$ cat config.mk
export PLATFORM = sky130hd
export DESIGN_NAME = mirror_monitor
export DESIGN_NICKNAME = d
export VERILOG_FILES = /design/src/rtl/mirror_mon_pkg.sv /design/src/rtl/mm_sat_counter.sv /design/src/rtl/mirror_monitor.sv
export SDC_FILE = /design/constraint.sdc
export NUM_CORES = 1
export LEC_CHECK = 0
export CORE_MARGIN = 5
export CORE_UTILIZATION = 35
export CTS_CLUSTER_SIZE = 14
export DETAILED_ROUTE_END_ITERATION = 8
export PLACE_DENSITY = 0.73
export SLEW_MARGIN = 20
export SYNTH_ARGS = -nofsm -noshare
export SYNTH_HDL_FRONTEND = slang
export SYNTH_SLANG_ARGS = --single-unit
export TNS_END_PERCENT = 30
$ cat constraint.sdc
create_clock -name clk -period 1.7 [get_ports clk]
set_input_delay 0.17 -clock clk [delete_from_list [all_inputs] [get_ports clk]]
set_output_delay 0.17 -clock clk [all_outputs]
set_load 0.005 [all_outputs]
$ cat src/rtl/mirror_mon_pkg.sv
// Shared types and helpers for the mirror_monitor checker: FSM state encoding
// and a width-generic saturating increment.
package mirror_mon_pkg;

  localparam logic [1:0] MM_ST_IDLE  = 2'd0;
  localparam logic [1:0] MM_ST_TRACK = 2'd1;
  localparam logic [1:0] MM_ST_LAG   = 2'd2;
  localparam logic [1:0] MM_ST_FAIL  = 2'd3;

  typedef enum logic [1:0] {
    ST_IDLE  = MM_ST_IDLE,
    ST_TRACK = MM_ST_TRACK,
    ST_LAG   = MM_ST_LAG,
    ST_FAIL  = MM_ST_FAIL
  } mm_state_e;

  // Increment v, holding at 2^w-1 instead of wrapping (w up to 64).
  function automatic logic [63:0] sat_inc(input logic [63:0] v, input int unsigned w);
    logic [63:0] lim;
    lim = (w >= 64) ? '1 : ((64'd1 << w) - 64'd1);
    return (v >= lim) ? lim : v + 64'd1;
  endfunction

endpackage

$ cat src/rtl/mm_sat_counter.sv
// Saturating up-counter; a coincident inc overrides clr so the result is 1.
module mm_sat_counter
  import mirror_mon_pkg::*;
#(
  parameter int W = 16
) (
  input  logic         clk,
  input  logic         rst,
  input  logic         clr,
  input  logic         inc,
  output logic [W-1:0] q
);

  logic [W-1:0] r_q;

  always_ff @(posedge clk) begin
    if (rst) begin
      r_q <= '0;
    end else if (inc) begin
      r_q <= clr ? W'(1) : W'(sat_inc(64'(r_q), W));
    end else if (clr) begin
      r_q <= '0;
    end
  end

  assign q = r_q;

endmodule

$ cat src/rtl/mirror_monitor.sv
// Checks that y mirrors x, tolerating up to MAX_LAG consecutive mismatches.
// Optional first-failure timestamp enabled by MIRROR_MON_TIMESTAMP_EN.
module mirror_monitor
  import mirror_mon_pkg::*;
#(
  parameter int WIDTH   = 1,
  parameter int MAX_LAG = 0,
  parameter int CNT_W   = 16,
  parameter int TS_W    = 32
) (
  input  logic             clk,
  input  logic             rst,
  input  logic             en,
  input  logic             clr,
  input  logic [WIDTH-1:0] x,
  input  logic [WIDTH-1:0] y,
  output logic [1:0]       state,
  output logic             fail_pulse,
  output logic             err_sticky,
  output logic [CNT_W-1:0] pass_cnt,
  output logic [CNT_W-1:0] fail_cnt,
  output logic [TS_W-1:0]  first_fail_ts,
  output logic             ts_valid
);

  localparam int LAG_W = $clog2(MAX_LAG + 2);
  localparam logic [LAG_W-1:0] LAG_LIM = LAG_W'(MAX_LAG + 1);

  mm_state_e        r_state, w_state_nxt;
  logic [LAG_W-1:0] r_lag_cnt, w_lag_nxt, w_lag_inc;
  logic             w_match, w_fail, w_pass;
  logic             r_fail_pulse, r_err_sticky;

  always_comb begin
    w_state_nxt = r_state;
    w_lag_nxt   = r_lag_cnt;
    w_fail      = 1'b0;
    w_pass      = 1'b0;
    w_match     = (x == y);
    w_lag_inc   = (r_lag_cnt == LAG_LIM) ? r_lag_cnt : r_lag_cnt + 1'b1;
    if (!en) begin
      w_state_nxt = ST_IDLE;
      w_lag_nxt   = '0;
    end else if (w_match) begin
      w_state_nxt = ST_TRACK;
      w_lag_nxt   = '0;
      w_pass      = 1'b1;
    end else begin
      w_lag_nxt = w_lag_inc;
      if (w_lag_inc != LAG_LIM) begin
        w_state_nxt = ST_LAG;
      end else begin
        // Only the entry into FAIL counts; staying there is the same episode.
        w_state_nxt = ST_FAIL;
        w_fail      = (r_state != ST_FAIL);
      end
    end
  end

  always_ff @(posedge clk) begin
    if (rst) begin
      r_state      <= ST_IDLE;
      r_lag_cnt    <= '0;
      r_fail_pulse <= 1'b0;
      r_err_sticky <= 1'b0;
    end else begin
      r_state      <= w_state_nxt;
      r_lag_cnt    <= w_lag_nxt;
      r_fail_pulse <= w_fail;
      if (w_fail) begin
        r_err_sticky <= 1'b1;
      end else if (clr) begin
        r_err_sticky <= 1'b0;
      end
    end
  end

  mm_sat_counter #(.W(CNT_W)) u_pass_cnt (
    .clk (clk),
    .rst (rst),
    .clr (clr),
    .inc (w_pass),
    .q   (pass_cnt)
  );

  mm_sat_counter #(.W(CNT_W)) u_fail_cnt (
    .clk (clk),
    .rst (rst),
    .clr (clr),
    .inc (w_fail),
    .q   (fail_cnt)
  );

  assign state      = r_state;
  assign fail_pulse = r_fail_pulse;
  assign err_sticky = r_err_sticky;

`ifdef MIRROR_MON_TIMESTAMP_EN
  logic [TS_W-1:0] r_cyc, r_ts;
  logic            r_ts_vld;

  always_ff @(posedge clk) begin
    if (rst) begin
      r_cyc    <= '0;
      r_ts     <= '0;
      r_ts_vld <= 1'b0;
    end else begin
      r_cyc <= r_cyc + 1'b1;
      // A clear on the failing edge re-arms capture for this very failure.
      if (w_fail && (clr || !r_ts_vld)) begin
        r_ts     <= r_cyc;
        r_ts_vld <= 1'b1;
      end else if (clr) begin
        r_ts     <= '0;
        r_ts_vld <= 1'b0;
      end
    end
  end

  assign first_fail_ts = r_ts;
  assign ts_valid      = r_ts_vld;
`else
  assign first_fail_ts = '0;
  assign ts_valid      = 1'b0;
`endif

endmodule
==> metrics, run 1 <==
Avg Cell Area, Syn=between 8 and 9 µm²; sequential-to-total area share from yosys stat=0.3598; Final Instance Count excl. Fillers=slightly below 400; first-pass GRT wire length=~8.0 mm; vias in the first global route=1758; placed cells=around 380; Syn. warnings=0; Sw Share=0.2407; Max Clock Freq=slightly above 600 MHz; CTS sink cnt=36; core area=0.005540 mm²; status=completed; leading cell type in the layout, fill and taps excluded=buf_4; Final setup viols=0; crit path max fanout=6; Setup crit end kind=register; Rel. slew slack=0.6476; CP max stage delay=approximately 0.35 ns; H-tree depth=2; top post-synthesis cells by area=dfxtp_1 36%, buf_4 13%, a311oi_1 3.9%; combinational share of power=0.100; CP required=between 1.5 and 2 ns; DRC viols=0; cell count after synthesis=235; Async S/R FF share, synth=0; Psw=between 300 and 400 µW; IO Count=75; Worst EP arrival=1.80 ns; met2 routed WL=between 2 and 2.5 mm; Nets=320; Post-Place Cell Area=roughly 0.0026 mm²; Setup CP Type=register to register; post-place setup slack=-0.1908 ns; Setup crit start kind=register; antenna violations before repair=0; DIE HEIGHT=85.65 µm; CTS root buf=clkbuf_8; antenna viol nets, final=0; final instance area=~0.0028 mm²; Starting Density=0.3616; Synth Flop Type=dfxtp_1; TritonCTS clock tree=built; clock network power share=0.381; Synth top area share=0.3598; Detailed Route WL=roughly 5.2 mm; period utilisation layout=0.9456; First-pass DRT Iterations=4; wire per inst=13.39 µm; top layer in use=met4; Layout Area Growth over Synthesis=37.29%; layout cells sized above 1=0.1981; I/O Buffers=between 40 and 50; Via Count=about 1.9k; num rows=27; worst hold margin=~0.47 ns; DR WL met3=323 µm; RSZ-0062 raised after global routing=true; die width=85.65 µm; Post-DP HPWL=~4 mm; Pleak=1.131 nW; Final Hold Viols=0; count of cell types in the netlist=43; Metal-1 WL=2.316 mm; Tot GR Track Use=0.1347; final core utilization=0.4964; Setup Skew=0.007114 ns; reg2reg setup slack=a little over 0.09 ns; area leader, netlist=dfxtp_1; Worst-path clk slew=about 0.070 ns; Final WS setup=about 0.09 ns; most frequent cells in the layout=42 x buf_4, 41 x clkdlybuf4s50_1, 35 x dfxtp_1; PD cells=slightly above 600 mW/mm²; Min Clock Period, post-route=around 1.6 ns; Post-Syn Area=between 0.002 and 0.0025 mm²; later-pin clock latency in the skew report=just under 0.3 ns; # diodes=0; measured slew at the worst slew-check pin=between 0.5 and 0.6 ns; Vias/cell=4.992; count of flip-flops with a built-in enable after synthesis=0; number of buffers created by CTS=5; CP Cell Sequence=and4_4 > nand4_4 > or2_4 > and2_4 > a311oi_2; Reg power frac=0.519; Max Cap Viol=0; total power=about 1.7 mW; VDD IR max=approximately 0.00033 V; Worst Hold Class=register to register; max-slew violations=0; global route overflow=0; slowest stage cell, crit path=dfxtp_1; cell internal pwr=1.260 mW; TNS Setup=0 ns; die area=~0.0073 mm²; Routability Congestion=between 0.7 and 0.8; pin count of the biggest net entering global routing=26; Bufs on Longest Clock Path=2; Iter 0 DRT Violations=around 140; Synth Register Bits=36
[area by class of cell]
cell class,count,area [µm²]
Clock buffer,8,90.09
Fill cell,553,2790
Inverter,5,18.77
Multi-Input combinational cell,181,1104
Sequential cell,36,721.9
Tap cell,72,90.09
Timing Repair Buffer,83,725.7
[what timing repair did]
action                     in CTS  in global routing
resized for setup               0                  6
setup buffers                   0                  1
setup endpoints to repair       0                 11
hold buffers                    0                  0
[synthesized netlist by cell type (7+ instances only)]
cell       n
a311oi_1   9
o21ai_0   10
nor3_1     7
buf_4     34
nand2_1   11
dfxtp_1   36
a21oi_1   14
and3_1     8
nand4_1   10
nor2_1    17
[power groups by stage]
stage	combinational (mW)	clock, mW	sequential, mW
2_1_floorplan	0.130	0	0.884
3_3_place_gp	0.159	0	0.880
3_5_place_dp	0.162	0	0.880
4_1_cts	0.163	0.641	0.861
5_1_grt	0.184	0.685	0.862
6_report	0.166	0.632	0.861
[registers in the layout (all words and copies together) (netlist names)]
signal	cells
err_sticky	1
fail_pulse	1
state	2
u_fail_cnt.q	16
u_pass_cnt.q	16
[layer usage]
layer  vias up  global-route usage
li1        948                   -
met1       909              0.1684
met2        61              0.2253
met3         4             0.04419
met4         0             0.03022
met5         -                   0
[logic make-up (layout without fill, tap and decap cells)]
group	Yosys count	count (layout)	share of synthesized area
and+or+nand+nor	88	88	0.2567
AOI/OAI and AO/OA	51	51	0.1699
xor gates and xnor gates	1	1	0.008122
adders and majority gates	2	2	0.01249
buffers and inverters	50	96	0.1611
other	1	33	0.001872
DFF	36	36	0.3598
muxes	6	6	0.02998
[final timing paths]
path                                 startpoint                to  depth (start not counted)
worst min-delay path                 err_sticky        err_sticky                          1
worst max-delay path            u_fail_cnt.q[9]  u_fail_cnt.q[10]                          5
worst min register to register       err_sticky        err_sticky                          1
worst max register to register  u_fail_cnt.q[9]  u_fail_cnt.q[10]                          5
[critical path: cells and delay by family, from the launching register on]
kind / cells / cell delay (ns)
flops: 1 / 0.35
simple gates: 4 / 0.90
compound gates: 1 / 0.27
(Power assumes the default switching activity.)
==> run 2: changes to the inputs <==
--- a/config.mk
+++ b/config.mk
@@ -5,11 +5,12 @@
 export SDC_FILE = /design/constraint.sdc
 export NUM_CORES = 1
 export LEC_CHECK = 0
+export ABC_AREA = 1
 export CORE_MARGIN = 5
 export CORE_UTILIZATION = 35
 export CTS_CLUSTER_SIZE = 14
 export DETAILED_ROUTE_END_ITERATION = 8
-export PLACE_DENSITY = 0.73
+export PLACE_DENSITY = 0.69
 export SLEW_MARGIN = 20
 export SYNTH_ARGS = -nofsm -noshare
 export SYNTH_HDL_FRONTEND = slang
==> constraint.sdc (replaced) <==
create_clock -name clk -period 1.5 [get_ports clk]
set_input_delay 0.15 -clock clk [delete_from_list [all_inputs] [get_ports clk]]
set_output_delay 0.15 -clock clk [all_outputs]
set_load 0.005 [all_outputs]
==> metrics, run 2 <==
leading cell type in the layout, fill and taps excluded=nand2_1 (was buf_4); post-place setup slack=-0.1005 ns (was -0.1908 ns); TNS Setup=0 ns (unchanged); Reg2Reg Depth=9 (was 5); Via Count=2485 (was 1922); Synth Flop Type=dfxtp_1 (unchanged); Max Cap Viol=0 (unchanged); vias in the first global route=2303 (was 1758); Routability Congestion=0.8979 (was 0.7994); Layout Area Growth over Synthesis=33.28% (was 37.29%); Iter 0 DRT Violations=77 (was 141); Min Clock Period, post-route=approximately 1.5 ns; period utilisation layout=0.9734; Worst-path clk slew=0.08 ns (was 0.07 ns); I/O Buffers=41 (unchanged); Syn. warnings=0 (unchanged); Setup Skew=0.009594 ns (was 0.007114 ns); Pleak=1.444 nW (was 1.131 nW); VDD IR max=0.0003780 V (was 0.0003348 V); global route overflow=0 (unchanged); pin count of the biggest net entering global routing=37 (was 26); die area=0.009016 mm² (was 0.007336 mm²); most frequent cells in the layout=98 x nand2_1, 39 x clkdlybuf4s50_1, 34 x buf_4 (was 42 x buf_4, 41 x clkdlybuf4s50_1, 35 x dfxtp_1); Vias/cell=4.543 (was 4.992); total power=1.847 mW (was 1.659 mW); met2 Track Usage GR=0.2460 (was 0.2253); number of buffers created by CTS=5 (unchanged); num rows=31 (was 27); die width=94.96 µm (was 85.65 µm); status=completed (unchanged); cell count after synthesis=373 (was 235); sequential-to-total area share from yosys stat=0.2853 (was 0.3598); GRT Max-Usage Layer=met2 (unchanged); Setup crit start kind=register (unchanged); antenna viol nets, final=0 (unchanged); Worst EP arrival=1.31 ns (was 1.80 ns); Final Hold Viols=0 (unchanged); final instance area=0.003367 mm² (was 0.002750 mm²); Async S/R FF share, synth=0 (unchanged); met3 GRT Util=0.02948 (was 0.04419); Setup crit end kind=output pin (was register); Nets=456 (was 320); count of cell types in the netlist=31 (was 43); Synth top area share=0.2853 (was 0.3598); Avg Cell Area, Syn=6.773 µm² (was 8.524 µm²); Starting Density=0.3540 (was 0.3616); area leader, netlist=dfxtp_1 (unchanged); most instantiated cells after synthesis=101 x nand2_1, 36 x dfxtp_1, 35 x buf_4 (was 36 x dfxtp_1, 34 x buf_4, 17 x nor2_1); first-pass GRT wire length=10.46 mm (was 8.038 mm); core area=0.007137 mm² (was 0.005540 mm²); layout cells sized above 1=0.2299 (was 0.1981); Final WS setup=0.03992 ns (was 0.09255 ns); wire per inst=11.61 µm (was 13.39 µm); Detailed Route WL=6.352 mm (was 5.155 mm); Synth Register Bits=36 (unchanged); count of flip-flops with a built-in enable after synthesis=0 (unchanged); DIE HEIGHT=94.96 µm (was 85.65 µm); Final Instance Count excl. Fillers=547 (was 385); Final setup viols=0 (unchanged); First-pass DRT Iterations=4 (unchanged); Setup CP Type=register to output pin (was register to register); Bufs on Longest Clock Path=2 (unchanged); reg2reg setup slack=0.09 ns (about the same); TritonCTS clock tree=built (unchanged); CTS sink cnt=36 (unchanged); Tot GR Track Use=0.1431 (was 0.1347); top post-synthesis cells by area=dfxtp_1 29%, nand2_1 15%, buf_4 10% (was dfxtp_1 36%, buf_4 13%, a311oi_1 3.9%); CP required=1.35 ns (was 1.89 ns); IO Count=75 (unchanged); crit path max fanout=4 (was 6); RSZ-0062 raised after global routing=true (unchanged); Post-DP HPWL=4.655 mm (was 3.894 mm); PD cells=548.6 mW/mm² (was 603.2 mW/mm²); Max Clock Freq=684.9 MHz; most numerous cell in the Yosys netlist=nand2_1 (was dfxtp_1); WHS Path Cells=2 (was 1); antenna violations before repair=0 (unchanged); CTS root buf=clkbuf_8 (unchanged); H-tree depth=2 (unchanged); Worst Hold Class=register to register (unchanged); placed cells=535 (was 376); Post-Place Cell Area=0.003148 mm² (was 0.002628 mm²); Post-Syn Area=0.002526 mm² (was 0.002003 mm²); # diodes=0 (unchanged); DRC viols=0 (unchanged); met1 Usage GRT=0.1824 (was 0.1684); later-pin clock latency in the skew report=0.29 ns (about the same); max-slew violations=0 (unchanged)
run 2: cells by family after synthesis:
kind of cell	share of synthesized area
DFF	0.2853
adders and majority gates	0.009904
other	0.001484
and+or+nand+nor	0.3462
AOI/OAI and AO/OA	0.1214
buffers and inverters	0.1808
xor gates and xnor gates	0.05498
run 2: area by class of cell:
| cell class | count | area, µm² |
|---|---|---|
| clock buffers | 6 | 72.57 |
| clock inverters | 1 | 5.005 |
| inverters | 37 | 138.9 |
| well taps | 99 | 123.9 |
| flip-flops and latches | 36 | 735.7 |
| multi-input cells | 290 | 1560 |
| fillers | 737 | 3770 |
| repair buffers | 78 | 730.7 |
run 2: critical path, cell delays in order (launching register included):
cell and delay [ns]:
dfxtp_1 0.40, buf_4 0.14, clkdlybuf4s50_1 0.49
run 2: worst paths after layout:
| path | start | end |
|---|---|---|
| max reg2reg | u_pass_cnt.q[0] | u_pass_cnt.q[11] |
| min reg2reg | u_fail_cnt.q[8] | u_fail_cnt.q[8] |
| max | u_fail_cnt.q[3] | fail_cnt[3] |
| min | u_fail_cnt.q[8] | u_fail_cnt.q[8] |
run 2: metrics by stage:
step / util / hold WS (ns)
6_report: 0.4718 / 0.4949
5_1_grt: 0.4718 / 0.5103
4_1_cts: 0.4528 / 0.5044
3_5_place_dp: 0.4411 / 0.4929
3_3_place_gp: 0.4411 / 0.4537
2_1_floorplan: - / 0.2755
run 2: what timing repair did:
action,CTS,global route
endpoints found under the hold margin,0,0
cloned,0,1
buffers inserted,0,4
hold buffers,0,0
pin swaps,0,6
setup endpoints to repair,7,33
resized for setup,4,30
run 2: layer usage:
metal / share of wire / routed length, µm / vias to the layer above
li1: - / - / 1270
met1: 0.47 / 2963 / 1142
met2: 0.48 / 3064 / 65
met3: 0.041 / 263 / 8
met4: 0.0096 / 61 / 0
met5: 0 / 0 / -
run 2: where the power goes:
| part | internal [mW] | leakage [nW] | switching (mW) | total (mW) |
|---|---|---|---|---|
| Clock | 0.316 | 0.0410 | 0.357 | 0.673 |
| Combinational | 0.0809 | 1.11 | 0.118 | 0.199 |
| Sequential | 0.967 | 0.297 | 0.00793 | 0.975 |
| Total | 1.36 | 1.44 | 0.483 | 1.85 |
==> run 3: changes to the inputs <==
--- a/config.mk
+++ b/config.mk
@@ -8,6 +8,7 @@
 export ABC_AREA = 1
 export CORE_MARGIN = 5
 export CORE_UTILIZATION = 35
+export CTS_CLUSTER_DIAMETER = 40
 export CTS_CLUSTER_SIZE = 14
 export DETAILED_ROUTE_END_ITERATION = 8
 export PLACE_DENSITY = 0.69
==> results of run 3 <==
Final layout, timing and power as in run 2 (identical DEF).
==> patch: new RTL, flow settings as in run 3 <==
Register the inputs `en`, `x` and `y` before use, without a reset. The logic sees them one clock later. The other inputs are not delayed to match.
--- a/src/rtl/mirror_monitor.sv
+++ b/src/rtl/mirror_monitor.sv
@@ -28,2 +28,12 @@
 
+  logic en_q;
+  logic [WIDTH-1:0] x_q;
+  logic [WIDTH-1:0] y_q;
+
+  always_ff @(posedge clk) begin
+    en_q <= en;
+    x_q  <= x;
+    y_q  <= y;
+  end
+
   mm_state_e        r_state, w_state_nxt;
@@ -38,5 +48,5 @@
     w_pass      = 1'b0;
-    w_match     = (x == y);
+    w_match     = (x_q == y_q);
     w_lag_inc   = (r_lag_cnt == LAG_LIM) ? r_lag_cnt : r_lag_cnt + 1'b1;
-    if (!en) begin
+    if (!en_q) begin
       w_state_nxt = ST_IDLE;
Formal check against the unedited RTL: not equivalent (a bounded check fails within 4 cycles, from zero or initial values and one cycle with rst high).
==> patch against run 3 <==
- routed wire length shrank 0.22%
- fmax rose by 0.46%
- worst hold slack lost 210 ps
- final cell count is 0.55% lower
- sequential cell count is 3 higher
- clock skew down 2.9 ps
- register-to-register slack hardly changed
- worst setup slack better by 6.7 ps
- synthesized area rose by 2.4%
- cell area grew 0.89%
- power rose by 24%
- via count shrank 0.52%
- critical path type unchanged
==> patch: results (changes against run 3) <==
## Cells and area
* **Inserted Diodes** 0, unchanged
* **Post-Layout Cell Count** 544, was 547
* **share of final-layout standard cells stronger than drive strength 1** 23.60%, was 22.99%
* **number of nets in the final layout** 452, was 456

## Clocking
* **clock latency of the later-clocked register in the worst-skew pair** 300 ps
* **Clk Tree Root Cell** clkbuf_8, unchanged
* **maximum root-to-sink buffer count** 2, unchanged
* **H-tree levels** 2, unchanged

## Logic synthesis
* **count of cell types in the netlist** 31, unchanged
* **mean cell area of the mapped netlist** 6.878 um^2, was 6.773 um^2
* **dominant register cell in the synthesized netlist** dfxtp_1, unchanged
* **biggest area contributors in the synthesized netlist** dfxtp_1 (30%), nand2_1 (15%), buf_4 (10%), was dfxtp_1 (29%), nand2_1 (15%), buf_4 (10%)
* **part of the Yosys area used for sequential elements** 30.19%, was 28.53%
* **Yosys warnings** 0, unchanged
* **most numerous cell types in the synthesized netlist** nand2_1 (101), dfxtp_1 (39), buf_4 (35), was nand2_1 (101), dfxtp_1 (36), buf_4 (35)

## Placed design
* **number of input and output port buffers inserted** 41, unchanged
* **dpl cells** 528, was 535
* **setup slack at placement** -59.97 ps, was -100.5 ps
* **DPL Wire Length** 4.615 mm, was 4.655 mm
* **routability cong.** 0.8867, was 0.8979

## Routing
* **routed length per placed instance** 11.65 um, was 11.61 um
* **Post-route DRC** 0, unchanged
* **drt pass-1 iters** 4, unchanged
* **via density per instance** 4.544, was 4.543
* **Iter 0 DRT Violations** 110, was 77

## GRT
* **vias in the first global route** 2281, was 2303
* **global-route total usage across every layer** 13.96%, was 14.31%
* **pin count of the biggest net entering global routing** 37, unchanged
* **global-route wire length before repair** 10.20 mm, was 10.46 mm

## Min path
* **class of the tightest hold or removal check** in -> reg, was reg -> reg
* **Worst Hold Endpoint** x_q, was u_fail_cnt.q[8]
* **number of cells on the worst hold path** 1, was 2
* **Min-Delay Startpoint** x, was u_fail_cnt.q[8]

## Worst setup path
* **reg2reg start** u_pass_cnt.q[0], unchanged
* **Critical Path Fanout Max** 5, was 4
* **crit path DAT** 1300 ps
* **worst r2r dst** u_pass_cnt.q[12], was u_pass_cnt.q[11]
* **worst reg-to-reg path cell count** 9, unchanged
* **launching instance or port of the critical path** u_pass_cnt.q[9], was u_fail_cnt.q[3]

## Outcome
* **status** completed, unchanged

## STA
* **Final Skew** 6.661 ps, was 9.594 ps
* **hold_ws** 284.3 ps, was 494.9 ps
* **number of pins with negative max-slew slack in the final report** 0, unchanged

## Pwr
* **Leak Pwr** 0.001401 uW, was 0.001444 uW
* **Max IR drop VDD** 0.4156 mV, was 0.3780 mV

==> patch: cell types whose count changed in the layout (fill, tap and decap cells not counted), sizes merged <==
cell	before	now
clkinvlp	0	1
clkbuf	6	5
buf	37	30
bufinv	0	2
dlymetal6s2s	2	0
dfxtp	36	39
clkdlybuf4s50	39	41
clkinv	1	0
==> patch: power breakdown <==
| group | internal, uW | switching, uW | total, uW |
|---|---|---|---|
| Combinational | 64.8 | 113 | 178 |
| Clock | 663 | 395 | 1060 |
| Sequential | 1050 | 9.99 | 1060 |
| Total | 1780 | 518 | 2300 |
==> patch: how the worst max path moves through the flow <==
stage                     cells past startpoint  slack [ps]          endpoint
after floorplan                              10          90  u_pass_cnt.q[13]
after global placement                        9         -40  u_pass_cnt.q[15]
after detailed placement                      9         -60   u_pass_cnt.q[9]
after CTS                                     5          -4   u_pass_cnt.q[4]
after global routing                          8         -20  u_fail_cnt.q[10]
final                                         2          50       pass_cnt[9]
==> patch: critical path, stage by stage, from the launching register on <==
cell,delay [ps]
dfxtp_1,370
buf_4,140
clkdlybuf4s50_1,500
==> patch: cell type report <==
cell class              instances  area, um^2
multi-input cells             290        1548
clock inverters                 3       67.56
fillers                       745        3817
clock buffers                   5       68.82
well taps                      99       123.9
inverters                      37       138.9
repair buffers                 71       648.1
flip-flops and latches         39       802.0
==> patch: cell families after synthesis <==
family	synth area share [%]
XOR/XNOR	5.370
adder cells (fa/ha/maj)	0.9674
AND/OR/NAND/NOR	33.82
AO/OA/AOI/OAI	11.85
buffers and inverters	17.66
other	0.1450
flip-flops	30.19
==> patch: timing repair <==
item / in CTS / in global routing
resized for setup: 11 / 27
setup endpoints to repair: 29 / 35
cloned: 1 / 0
pin swaps: 2 / 7
hold endpoints to repair: 0 / 0
setup buffers: 1 / 6
==> patch: through the flow <==
stage | TNS [ps] | instance area (um^2) | utilization [%]
2_1_floorplan | 0 | 2706 | -
3_3_place_gp | -210.5 | 3108 | 43.08
3_5_place_dp | -525.3 | 3108 | 43.08
4_1_cts | -8.738 | 3282 | 45.49
5_1_grt | -34.51 | 3397 | 47.09
6_report | 0 | 3397 | 47.09
==> patch: routing by layer <==
metal  wire length, um  vias up  global-route usage, %
li1                  -     1259                      -
met1              2775     1139                  16.75
met2              3144       65                  24.38
met3               319        9                  3.127
met4                99        0                  4.858
met5                 0        -                      0
